File: src/rtl/bcd_hex_display.sv
// Two-digit time-multiplexed seven-segment driver for a BCD word.
// A load strobe fills a shadow register; the shadow moves into the active
// (displayed) register only at a frame boundary so a frame never mixes values.
// The scan alternates units digit, blank gap, tens digit, blank gap.
module bcd_hex_display #(
  parameter int REFRESH_DIV = 50000,
  parameter int GAP         = 500,
  parameter bit BLANK_LZ    = 1'b1
) (
  input  logic       clk,
  input  logic       rst_n,
  input  logic [7:0] bcd_in,
  input  logic       load,
  output logic [6:0] seg,
  output logic [1:0] an,
  output logic       pending,
  output logic       err
);

  localparam int MAXC = (REFRESH_DIV > GAP) ? REFRESH_DIV : GAP;
  localparam int CW   = (MAXC > 1) ? $clog2(MAXC) : 1;

  localparam logic [CW-1:0] DIG_LAST = CW'(REFRESH_DIV - 1);
  localparam logic [CW-1:0] GAP_LAST = CW'(GAP - 1);

  localparam logic [6:0] SEG_BLANK = 7'b1111111;
  localparam logic [6:0] SEG_E     = 7'b0000110;
  localparam logic [1:0] AN_OFF    = 2'b11;
  localparam logic [1:0] AN_UNITS  = 2'b10;
  localparam logic [1:0] AN_TENS   = 2'b01;

  typedef enum logic [1:0] {
    DIG0 = 2'd0,
    GAP0 = 2'd1,
    DIG1 = 2'd2,
    GAP1 = 2'd3
  } scan_state_e;

  scan_state_e state_q, state_d;
  logic [CW-1:0] cnt_q, cnt_d;
  logic [7:0] shadow_q, shadow_d;
  logic [7:0] active_q, active_d;
  logic pending_q, pending_d;
  logic err_q, err_d;
  logic [6:0] seg_q, seg_d;
  logic [1:0] an_q, an_d;

  logic slotLast;
  logic frameEdge;

  // Active-low segment pattern for one digit; anything above 9 shows 'E'.
  function automatic logic [6:0] segPattern(input logic [3:0] digit);
    logic [6:0] pat;
    case (digit)
      4'd0: pat = 7'b1000000;
      4'd1: pat = 7'b1111001;
      4'd2: pat = 7'b0100100;
      4'd3: pat = 7'b0110000;
      4'd4: pat = 7'b0011001;
      4'd5: pat = 7'b0010010;
      4'd6: pat = 7'b0000010;
      4'd7: pat = 7'b1111000;
      4'd8: pat = 7'b0000000;
      4'd9: pat = 7'b0010000;
      default: pat = SEG_E;
    endcase
    return pat;
  endfunction

  // Scan sequencing: count out each slot, then advance and clear the counter.
  always_comb begin
    state_d  = state_q;
    cnt_d    = cnt_q + 1'b1;
    slotLast = ((state_q == DIG0) || (state_q == DIG1)) ? (cnt_q == DIG_LAST)
                                                        : (cnt_q == GAP_LAST);
    if (slotLast) begin
      cnt_d = '0;
      case (state_q)
        DIG0:    state_d = GAP0;
        GAP0:    state_d = DIG1;
        DIG1:    state_d = GAP1;
        default: state_d = DIG0;
      endcase
    end
    frameEdge = (state_q == GAP1) && slotLast;
  end

  // Double buffering: the pre-edge shadow transfers at the frame edge while a
  // coincident load still lands in the shadow and keeps pending high.
  always_comb begin
    shadow_d  = shadow_q;
    active_d  = active_q;
    pending_d = pending_q;
    if (frameEdge && pending_q) begin
      active_d  = shadow_q;
      pending_d = 1'b0;
    end
    if (load) begin
      shadow_d  = bcd_in;
      pending_d = 1'b1;
    end
    err_d = (active_d[7:4] > 4'd9) || (active_d[3:0] > 4'd9);
  end

  // Registered display outputs derived from the upcoming state and value so
  // they change on the same edge as the scan or the displayed value.
  always_comb begin
    seg_d = SEG_BLANK;
    an_d  = AN_OFF;
    case (state_d)
      DIG0: begin
        seg_d = segPattern(active_d[3:0]);
        an_d  = AN_UNITS;
      end
      DIG1: begin
        if (!(BLANK_LZ && (active_d[7:4] == 4'd0))) begin
          seg_d = segPattern(active_d[7:4]);
          an_d  = AN_TENS;
        end
      end
      default: begin
        seg_d = SEG_BLANK;
        an_d  = AN_OFF;
      end
    endcase
  end

  // State register with synchronous active-low reset; reset parks the scan in
  // the last gap so the first frame starts after one blank gap.
  always_ff @(posedge clk) begin
    if (!rst_n) begin
      state_q   <= GAP1;
      cnt_q     <= '0;
      shadow_q  <= 8'h00;
      active_q  <= 8'h00;
      pending_q <= 1'b0;
      err_q     <= 1'b0;
      seg_q     <= SEG_BLANK;
      an_q      <= AN_OFF;
    end else begin
      state_q   <= state_d;
      cnt_q     <= cnt_d;
      shadow_q  <= shadow_d;
      active_q  <= active_d;
      pending_q <= pending_d;
      err_q     <= err_d;
      seg_q     <= seg_d;
      an_q      <= an_d;
    end
  end

  assign seg     = seg_q;
  assign an      = an_q;
  assign pending = pending_q;
  assign err     = err_q;

endmodule

File: config.mk
export PLATFORM = sky130hd
export DESIGN_NAME = bcd_hex_display
export DESIGN_NICKNAME = d
export VERILOG_FILES = /design/src/rtl/bcd_hex_display.sv
export SDC_FILE = /design/constraint.sdc
export NUM_CORES = 1
export LEC_CHECK = 0
export ABC_AREA = 1
export BUFFER_PORTS_ARGS = -buffer_cell sky130_fd_sc_hd__buf_2
export CAP_MARGIN = 15
export CORE_MARGIN = 4
export CORE_UTILIZATION = 55
export DETAILED_ROUTE_END_ITERATION = 16
export HOLD_SLACK_MARGIN = 0.03
export PLACE_DENSITY = 0.86
export SYNTH_ARGS = -nofsm -noshare
export SYNTH_HDL_FRONTEND = slang
export SYNTH_SLANG_ARGS = --single-unit
File: constraint.sdc
create_clock -name clk -period 4.8 [get_ports clk]
set_input_delay 0.72 -clock clk [delete_from_list [all_inputs] [get_ports clk]]
set_output_delay 0.72 -clock clk [all_outputs]
set_load 0.01 [all_outputs]
== After elaboration in Yosys (flattened, before gate mapping) ==
Memory sizes are Yosys's and may differ from the RTL's.
Cells that the tools add are included.
Storage, ports and cells
  bits in registers: 45
  memory bits (read-only): 224
  input bits: 11
  output and inout bits: 11
  word-level logic and storage cells: 39
  memories: 2
Memory list
  (name not given): words 16, width 7, rd ports 1, clocked after Yosys merged registers in 0, write ports 0, RTL line 54  | case (digit)
  (name not given): words 16, width 7, rd ports 1, clocked after Yosys merged registers in 0, write ports 0, RTL line 54
Operators by class
  add/sub/neg operators: 1
  magnitude comparators: 2
  equality and inequality tests: 6
  multiplexer cells: 10
  bitwise operators: 1
  reduce and logical (&&, ||, !) cells: 9
Operators by type and width (count)
  $add A16 B1 Y16 const B: 1
  $eq A16 B16 Y1 const B: 1
  $eq A16 B9 Y1 const B: 1
  $pmux W7 S2: 1
  $gt A4 B4 Y1 const B: 2
  $mux W8: 1
  $mux W7: 1
  $eq A2 B2 Y1 const B: 3
  $pmux W2 S3: 1
  $logic_not A2 Y1: 2
  $logic_not A4 Y1: 1
  $mux W2: 2
  $pmux W2 S2: 1
  $mux W1: 3
  $eq A2 B1 Y1 const B: 1
  $logic_and A1 B1 Y1: 2
  $logic_or A1 B1 Y1: 2
  $reduce_bool A2 Y1: 1
  $reduce_or A2 Y1: 1
  $not A1 Y1: 1

== Logic depth before layout (Yosys ltp) ==
Gate-level depths: netlist of the first run.
  depth after elaboration: 9
  mapped depth: 17
  gate-level depth less buffers: 16

== Worst setup path before layout of the first run ==
No wires, ideal clock.
  path kind: register -> register
  start point: reg cnt_q[0]
  end point: reg seg_q[3], in the netlist seg[3]
  library setup time: 0.064 ns
  data arrival time: 2.023 ns
  data required time: 4.736 ns
  slack: 2.714 ns
  cell stages (with the launch flop): 16
  buffers on the path: 1
  clock period less this slack: 2.086 ns
  cells stage by stage: dfxtp_1 > ha_1 > nand2_1 > nor2_2 > nand3_2 > inv_2 > nand4_4 > buf_6 > o21ai_4 > inv_1 > ha_1 > nand2_1 > nand2_1 > nor2_1 > nor2_1 > nor2_1
Between the ends
  elaborated cells between the ends (all ways): 14
  classes of those cells: eq/ne (3); mux (5); reduce/logical (4); memory (2)
RTL lines
  start: declaration: RTL line 40  | logic [CW-1:0] cnt_q, cnt_d;
  start signal: assignment: RTL line 142  | cnt_q <= cnt_d;
  $eq A16 B9 Y1 or $eq A16 B16 Y1 (tied branches): RTL line 75, 74
  $mux W1 (*): RTL line 74  | slotLast = ((state_q == DIG0) || (state_q == DIG1)) ? (cnt_q == DIG_LAST)
  $logic_and A1 B1 Y1 (*): RTL line 85  | frameEdge = (state_q == GAP1) && slotLast;
  $logic_and A1 B1 Y1 (*): RTL line 94  | if (frameEdge && pending_q) begin
  $mux W8 (*): RTL line 94
  named net active_d[0]: RTL line 42  | logic [7:0] active_q, active_d;
  $mem_v2 Z16 W7 (*)
  $pmux W7 S2 (*): RTL line 110  | case (state_d)
  end signal: assignment: RTL line 147  | seg_q <= seg_d;
  end: declaration: RTL line 45  | logic [6:0] seg_q, seg_d;
Mark *: on every way through the listed nets, which the timed path passes. The rest lies on a longest branch.
A chain may end at the register's enable or synchronous reset.

== Final worst setup path of the first run ==
  start point: reg cnt_q[0]
  end point: reg seg_q[6], in the netlist seg[6]
The elaborated chain is that of the path after synthesis.

==> key figures, run 1 <==
Final layout
  • Antenna cells: 0
  • Commonest non-fill, non-tap cell in the layout: nand2_1
  • Final Util: 64.58%
  • Area Overhead vs Synth: 10.20%
  • Layout cell share with drive strength beyond 1: roughly 16%
  • Final nets: 387
  • Most frequent cells in the layout: nand2_1, nor2_1, dfxtp_1

Synth
  • Number of enable flip-flop cells after synthesis: 0
  • Synth top area share: between 30% and 40%
  • Post-synthesis cell area: 2429 µm²
  • Mean Syn Cell Area: 7.143 µm²
  • Prevailing post-synth register cell: dfxtp_1
  • Synth top area cells: dfxtp_1, nand2_1, nor2_1
  • Post-synthesis sequential area ratio: 37.09%
  • Asr flop ratio synth: 0%
  • Synth area leader: dfxtp_1
  • Yosys cell types: 34
  • Synth Instances: 340
  • Synth warnings: 0
  • Post-Syn Nets: 364
  • #FFs+latches synth: 45

Clock network
  • Post-CTS setup buffer count: 0
  • CTS Buf Count: 5
  • Clock sinks: 45
  • H-tree depth: 2
  • Clock-pin slew on the worst setup and hold paths: 90 ps
  • Max clock buf depth: 2
  • Worst skew pair latency: 310 ps
  • CTS resizes: 0
  • Cts hold-fix bufs: 0
  • TritonCTS clock tree: built
  • Clk root buf: clkbuf_8

Detailed routing
  • First-pass iteration count of the detailed router: 4
  • Top sig layer: met4
  • Post-DR wirelength/cell: 11.45 µm
  • Initial DRC Count: 167
  • Vias: between 2000 and 2500
  • Avg Vias per Cell: 5.075
  • Met2 routed WL: 2075 µm
  • Detail Route Antenna Nets: 0
  • Drt total wl: around 4700 µm
  • Met3 wire len: 238 µm
  • M1 WL: approximately 2300 µm
  • DRC: 0

Critical path
  • Arr. time, crit path: 2640 ps
  • Crit path max-delay cell type: dfxtp_1
  • Crit path kind: reg2reg
  • Crit-path cells: ha_1, nand2_1, nor2_2, nand3_2, inv_2, nand4_4, o21ai_4, inv_1, ha_1, nor2_1, nor2_1, nor2_1, a21oi_2
  • Cell family with most CP delay: simple AND/OR/NAND/NOR gates
  • Reg2Reg Depth: 13
  • WP data required: 5000 ps
  • CP max FO: 13
  • Crit-path max cell delay: 380 ps
  • Startpoint Class: flip-flop
  • Crit. path cell count: 13
  • Buf/Inv on CP: 2
  • CP endpoint kind: flip-flop
  • Crit-path most repeated cell: nor2_1

STA
  • RSZ-0062 raised after global routing: no
  • Final worst path period share: 50.84%
  • Final setup vio count: 0
  • Setup Skew: approximately 11 ps
  • Setup TNS: 0 ps
  • Post-route setup slack: between 2000 and 2500 ps
  • Fmax: 409.8 MHz
  • Slew Viols, Final: 0
  • Slew margin rel.: 62.58%
  • Slew @ Worst Pin: ~560 ps
  • Final Critical Period: around 2400 ps
  • Final Hold Vio Count: 0

GRT
  • First-pass GRT wire length: 8238 µm
  • Global Route Usage Sum: 19.04%
  • Largest net degree at the start of global routing: 17
  • GRT Residual Overflow: 0
  • Number of global-route vias before repair: a little under 2000
  • Initial antenna violation count: 0

Floorplanning
  • Rows: 23
  • Initial core utilization: 58.61%
  • Die Area: between 5000 and 6000 µm²
  • Die H: 74.45 µm
  • Die Width: about 74 µm
  • Ports: 22
  • Core area: 4144 µm²

Worst hold path
  • Hold crit path type: reg2reg
  • Hold path cells: 2

Pwr
  • Pwr Total: 701.3 µW
  • Leak pwr: around 0.0012 µW
  • Max VDD drop: 0.1909 mV
  • Power Dens Cells: 262.0 nW/µm²

Placed design
  • Post-Place Worst Slack: 2392 ps
  • DP HPWL: 3566 µm
  • Port Buffers: 21
  • Final GP Congestion: 0.9724

Outcome
  • Status: finished clean

Job
  • Max_cap viols: 0
-- state kept, by name, indices dropped and copies added (netlist names) --
name and cells:
cnt_q 16, active_q 8, shadow_q 8, seg 7, an 2, state_q 2
err 1, pending 1
-- cell usage after synthesis, types with 4 or more instances --
| cell type | n |
|---|---|
| nand3_1 | 16 |
| o21ai_1 | 6 |
| nor3b_1 | 4 |
| o21ai_0 | 12 |
| a21oi_1 | 16 |
| ha_1 | 13 |
| inv_2 | 7 |
| inv_1 | 41 |
| dfxtp_1 | 45 |
| nand4_1 | 6 |
| nor2_1 | 59 |
| nand2_2 | 7 |
| nand2_1 | 74 |
| nor3_1 | 4 |
-- where the power goes --
group / leakage, µW / switching, µW / internal (µW)
clock: 0.0000543 / 134 / 156
combinational: 0.000828 / 17.2 / 9.08
sequential: 0.000366 / 4.89 / 380
total: 0.00125 / 156 / 545
-- tightest hold or removal path, cell delays in order (launching register included) --
cell     delay [ps]
dfxtp_1         300
inv_1            70
a21oi_1          60
-- kinds of logic (layout without fill, tap and decap cells) --
family / Yosys count / after routing / share of synthesized area [%]
AO/OA/AOI/OAI: 43 / 43 / 11.03
XOR/XNOR: 3 / 3 / 1.082
adder cells (fa/ha/maj): 13 / 13 / 6.698
buffers and inverters: 54 / 78 / 9.016
flip-flops: 45 / 45 / 37.09
AND/OR/NAND/NOR: 182 / 182 / 35.09
-- stage by stage --
step / instances / area, µm² / hold WS (ps)
6_report: 414 / 2676 / 473.5
5_1_grt: 414 / 2676 / 504.9
4_1_cts: 414 / 2676 / 472.4
3_5_place_dp: 406 / 2561 / 454.2
3_3_place_gp: 406 / 2561 / 445.6
2_1_floorplan: 340 / 2429 / 429.5
-- area by class of cell --
class                      count  area [µm²]
clock buffer                   5       68.82
clock inverter                 3       46.29
fill                         348        1468
inverter                      49       183.9
multi-input combinational    241        1309
sequential                    45       900.9
tap                           50       62.56
timing repair buffer          21       105.1
-- worst paths after layout --
| kind | from | to | slack [ps] |
|---|---|---|---|
| max reg2reg | cnt_q[0] | seg[6] | 2360 |
| max | cnt_q[0] | seg[6] | 2360 |
| min reg2reg | shadow_q[4] | shadow_q[4] | 470 |
| min | shadow_q[4] | shadow_q[4] | 470 |
-- routing by layer --
metal  track usage [%]  up-vias
met5                 0        -
met4             6.719        0
met3             4.459       11
met2             30.83       46
met1             24.81      932
li1                  -     1112
(Power assumes the default switching activity.)
==> inputs of run 2 (changes only) <==
--- a/config.mk
+++ b/config.mk
@@ -5,11 +5,11 @@
 export SDC_FILE = /design/constraint.sdc
 export NUM_CORES = 1
 export LEC_CHECK = 0
-export ABC_AREA = 1
+export ABC_AREA = 0
 export BUFFER_PORTS_ARGS = -buffer_cell sky130_fd_sc_hd__buf_2
 export CAP_MARGIN = 15
 export CORE_MARGIN = 4
-export CORE_UTILIZATION = 55
+export CORE_UTILIZATION = 53
 export DETAILED_ROUTE_END_ITERATION = 16
 export HOLD_SLACK_MARGIN = 0.03
 export PLACE_DENSITY = 0.86
==> constraint.sdc (replaced) <==
create_clock -name clk -period 2 [get_ports clk]
set_input_delay 0.3 -clock clk [delete_from_list [all_inputs] [get_ports clk]]
set_output_delay 0.3 -clock clk [all_outputs]
set_load 0.01 [all_outputs]
==> run 2 against run 1 <==
Against the previous run:
- the flow now finishes with violations (negative setup slack)
- final area increased by 46%
- combinational power rose to 4.6 times the previous value
- first-iteration DRC count rose to 2.8 times the previous value
- non-clock buffer count is 91 higher
- global-route usage is 7.2 points higher
- hold slack worse by 250 ps
- clock power up 120%
- utilization increased by 23 points
- routed wire length rose by 120%
- die area rose by 5.1%
- critical endpoint is now seg[0]
- highest routed layer unchanged
==> key figures, run 2 <==
Clock network
  • CTS Buf Count: 5 (unchanged)
  • Clock-pin slew on the worst setup and hold paths: 80 ps (about the same)
  • H-tree depth: 2 (unchanged)
  • Max clock buf depth: 2 (unchanged)
  • Worst skew pair latency: 310 ps (about the same)
  • TritonCTS clock tree: built
  • Cts hold-fix bufs: 0 (unchanged)
  • Clock sinks: 45 (unchanged)
  • Clk root buf: clkbuf_8

Critical path
  • Crit path max-delay cell type: mux2i_4
  • Cell family with most CP delay: compound AO/OA/AOI/OAI gates
  • CP endpoint kind: flip-flop
  • Arr. time, crit path: 3080 ps (+440 ps)
  • Crit-path max cell delay: 430 ps (+50 ps)
  • Startpoint Class: flip-flop
  • Crit-path most repeated cell: buf_6
  • CP max FO: 5 (-8)
  • Crit path kind: reg2reg
  • Buf/Inv on CP: 4 (+2)
  • Crit-path cells: buf_4, and4b_1, nand3_2, a211oi_4, buf_6, mux2i_4, inv_2, ha_4, buf_6, a211oi_2, a211oi_1
  • WP data required: 2180 ps (-2820 ps)

STA
  • Post-route setup slack: -899.8 ps (-3260 ps)
  • Final setup vio count: 21 (+21)
  • RSZ-0062 raised after global routing: yes
  • Final Hold Vio Count: 0 (unchanged)
  • Final Critical Period: 2900 ps (+459.6 ps)
  • Slew margin rel.: 62.02% (-0.55 points)
  • Final worst path period share: 145.0% (+94 points)
  • Fmax: 344.9 MHz (-16%)
  • Slew Viols, Final: 0 (unchanged)
  • Slew @ Worst Pin: 568.9 ps (+12.67 ps)
  • Setup Skew: 9.277 ps (-2.157 ps)

Final layout
  • Commonest non-fill, non-tap cell in the layout: buf_4
  • Final nets: 410 (+5.9%)
  • Area Overhead vs Synth: 57.84%
  • Register area: 908.4 µm² (+0.83%)
  • Non-filler cells, final: 439 (+6.0%)
  • Top flop regs: cnt_q x16, active_q x8, shadow_q x8
  • Most frequent cells in the layout: buf_4, nor2_1, dfxtp_1
  • Largest Register: cnt_q
  • Layout cell share with drive strength beyond 1: 50.13% (+34 points)
  • Layout fillers: 176 (-49%)
  • Final instance area: 3906 µm² (+46%)
  • Area occupied by multi-input gates: 1871 µm² (+43%)
  • Max reg flops: 16 (unchanged)
  • Antenna cells: 0 (unchanged)

Synth
  • Number of enable flip-flop cells after synthesis: 0 (unchanged)
  • Post-synthesis sequential area ratio: 36.40% (-0.69 points)
  • Synth Instances: 277 (-19%)
  • Synth top area cells: dfxtp_1, mux2i_1, nor2_1
  • Asr flop ratio synth: 0% (unchanged)
  • Post-Syn Nets: 301 (-17%)
  • Top-count cell post-synth: nor2_1
  • Prevailing post-synth register cell: dfxtp_1
  • #FFs+latches synth: 45 (unchanged)
  • Yosys cell types: 52 (+53%)
  • Mean Syn Cell Area: 8.935 µm² (+25%)
  • Synth cell count leaders: nor2_1, dfxtp_1, mux2i_1
  • Synth top area share: 36.40% (-0.69 points)
  • Post-synthesis cell area: 2475 µm² (+1.9%)
  • Synth warnings: 0 (unchanged)
  • Synth area leader: dfxtp_1

Pwr
  • Seq pwr share: 55.7% (+0.8 points)
  • Cell Int Power: 1285 µW (+140%)
  • Leak pwr: 0.001638 µW (+31%)
  • Power share of the combinational group: 7.2% (+3.4 points)
  • Max VDD drop: 0.4186 mV (+120%)
  • Sw Share: 23.82% (+1.6 points)
  • Clock Power Share: 37.2% (-4.1 points)
  • P_sw: 402.0 µW (+160%)
  • Power Dens Cells: 431.9 nW/µm² (+65%)

Detailed routing
  • Avg Vias per Cell: 6.440 (+27%)
  • Post-DR wirelength/cell: 23.42 µm (+100%)
  • Detail Route Antenna Nets: 0 (unchanged)
  • DRC: 0 (unchanged)
  • Initial DRC Count: 462 (+180%)
  • First-pass iteration count of the detailed router: 5 (+1)
  • Drt total wl: 10280 µm (+120%)
  • Vias: 2827 (+35%)

Worst hold path
  • Hold crit path type: in2reg

GRT
  • Global Route Usage Sum: 26.22% (+7.2 points)
  • Global route hottest layer: met2
  • Grt met3 use: 5.319% (+0.86 points)
  • Met2 GRT Util: 39.19% (+8.4 points)
  • Initial antenna violation count: 0 (unchanged)
  • Largest net degree at the start of global routing: 21 (+4)
  • Routing usage on met1: 35.91% (+11 points)
  • First-pass GRT wire length: 12020 µm (+46%)
  • Number of global-route vias before repair: 2352 (+20%)
  • GRT Residual Overflow: 0 (unchanged)

Floorplanning
  • Ports: 22 (unchanged)
  • Die Width: 76.34 µm (+2.5%)
  • Rows: 24 (+4.3%)
  • Die H: 76.34 µm (+2.5%)
  • Die Area: 5827 µm² (+5.1%)
  • Initial core utilization: 55.69% (-2.9 points)
  • Core area: 4444 µm² (+7.2%)

Outcome
  • Status: complete, but fails checks
  • Failing checks: negative setup slack

Placed design
  • Port Buffers: 21 (unchanged)
  • DP Area: 3112 µm² (+21%)
  • Placed instance count: 398 (-2.0%)
  • Final GP Congestion: 0.9393 (-3.4%)
  • DP HPWL: 4652 µm (+30%)

Job
  • Max_cap viols: 0 (unchanged)
run 2: changes by cell type after synthesis, sizes merged, moves of 7 or more:
cell | previous run | this run
a21oi | 18 | 4
inv | 48 | 12
mux2 | 0 | 7
mux2i | 0 | 25
nand2 | 82 | 18
nand3 | 18 | 9
nand4 | 8 | 1
nor2 | 64 | 46
o21ai | 22 | 4
run 2: power groups by stage:
stage	combinational (µW)	clock, µW	sequential [µW]
2_1_floorplan	47.3	0	947
3_3_place_gp	84.4	0	950
3_5_place_dp	89.0	0	951
4_1_cts	91.0	628	931
5_1_grt	127	675	942
6_report	121	627	939
run 2: timing repair:
action                                 CTS  global route
endpoints found under the hold margin    0             0
pin swaps                               10            18
gates resized for setup                 33            61
buffers inserted                         9            23
setup endpoints to repair               15            36
gates cloned                             0             2
run 2: final timing paths:
path,from,to,slack (ps),cells after the start
setup / recovery,state_q[0],seg[0],-900,11
hold / removal,bcd_in[0],shadow_q[0],230,3
setup reg to reg,state_q[0],seg[0],-900,11
hold reg to reg,shadow_q[4],shadow_q[4],610,2
run 2: cells by family (layout without fill, tap and decap cells):
family | after synthesis | after routing | synth area share (%)
AND/OR/NAND/NOR | 115 | 115 | 23.31
flip-flops | 45 | 45 | 36.40
AO/OA/AOI/OAI | 36 | 36 | 11.22
multiplexers | 32 | 32 | 13.45
buffers and inverters | 22 | 132 | 4.095
XOR/XNOR | 14 | 14 | 4.955
adder cells (fa/ha/maj) | 13 | 13 | 6.572
run 2: tightest hold or removal path, stage by stage:
cell and delay [ps]:
buf_2 80, mux2i_1 50, nor2_1 70
run 2: final cells by class:
type                    count  share of cell area [%]
clock buffers               7                   2.466
clock inverters             1                  0.1281
well taps                  52                   1.666
multi-input cells         210                   47.89
repair buffers            112                   23.45
inverters                  12                   1.153
flip-flops and latches     45                   23.25
run 2: per-stage QoR:
| stage | hold slack [ps] | power [µW] | util, % | worst slack, ps | TNS, ps |
|---|---|---|---|---|---|
| floorplan | 426.0 | 994.5 | - | -667.3 | -4998 |
| global placement | 510.7 | 1035 | 70.02 | -516.7 | -4493 |
| detailed placement | 520.4 | 1040 | 70.02 | -610.1 | -5156 |
| CTS | 223.1 | 1650 | 77.67 | -556.4 | -4824 |
| global route | 220.7 | 1744 | 87.89 | -899.0 | -10080 |
| finish | 227.9 | 1687 | 87.89 | -899.8 | -9659 |
run 2: metal layers:
| metal | vias to the layer above | wire [µm] |
|---|---|---|
| met5 | - | 0 |
| met4 | 0 | 565 |
| met3 | 64 | 1187 |
| met2 | 273 | 4594 |
| met1 | 1301 | 3936 |
| li1 | 1189 | - |
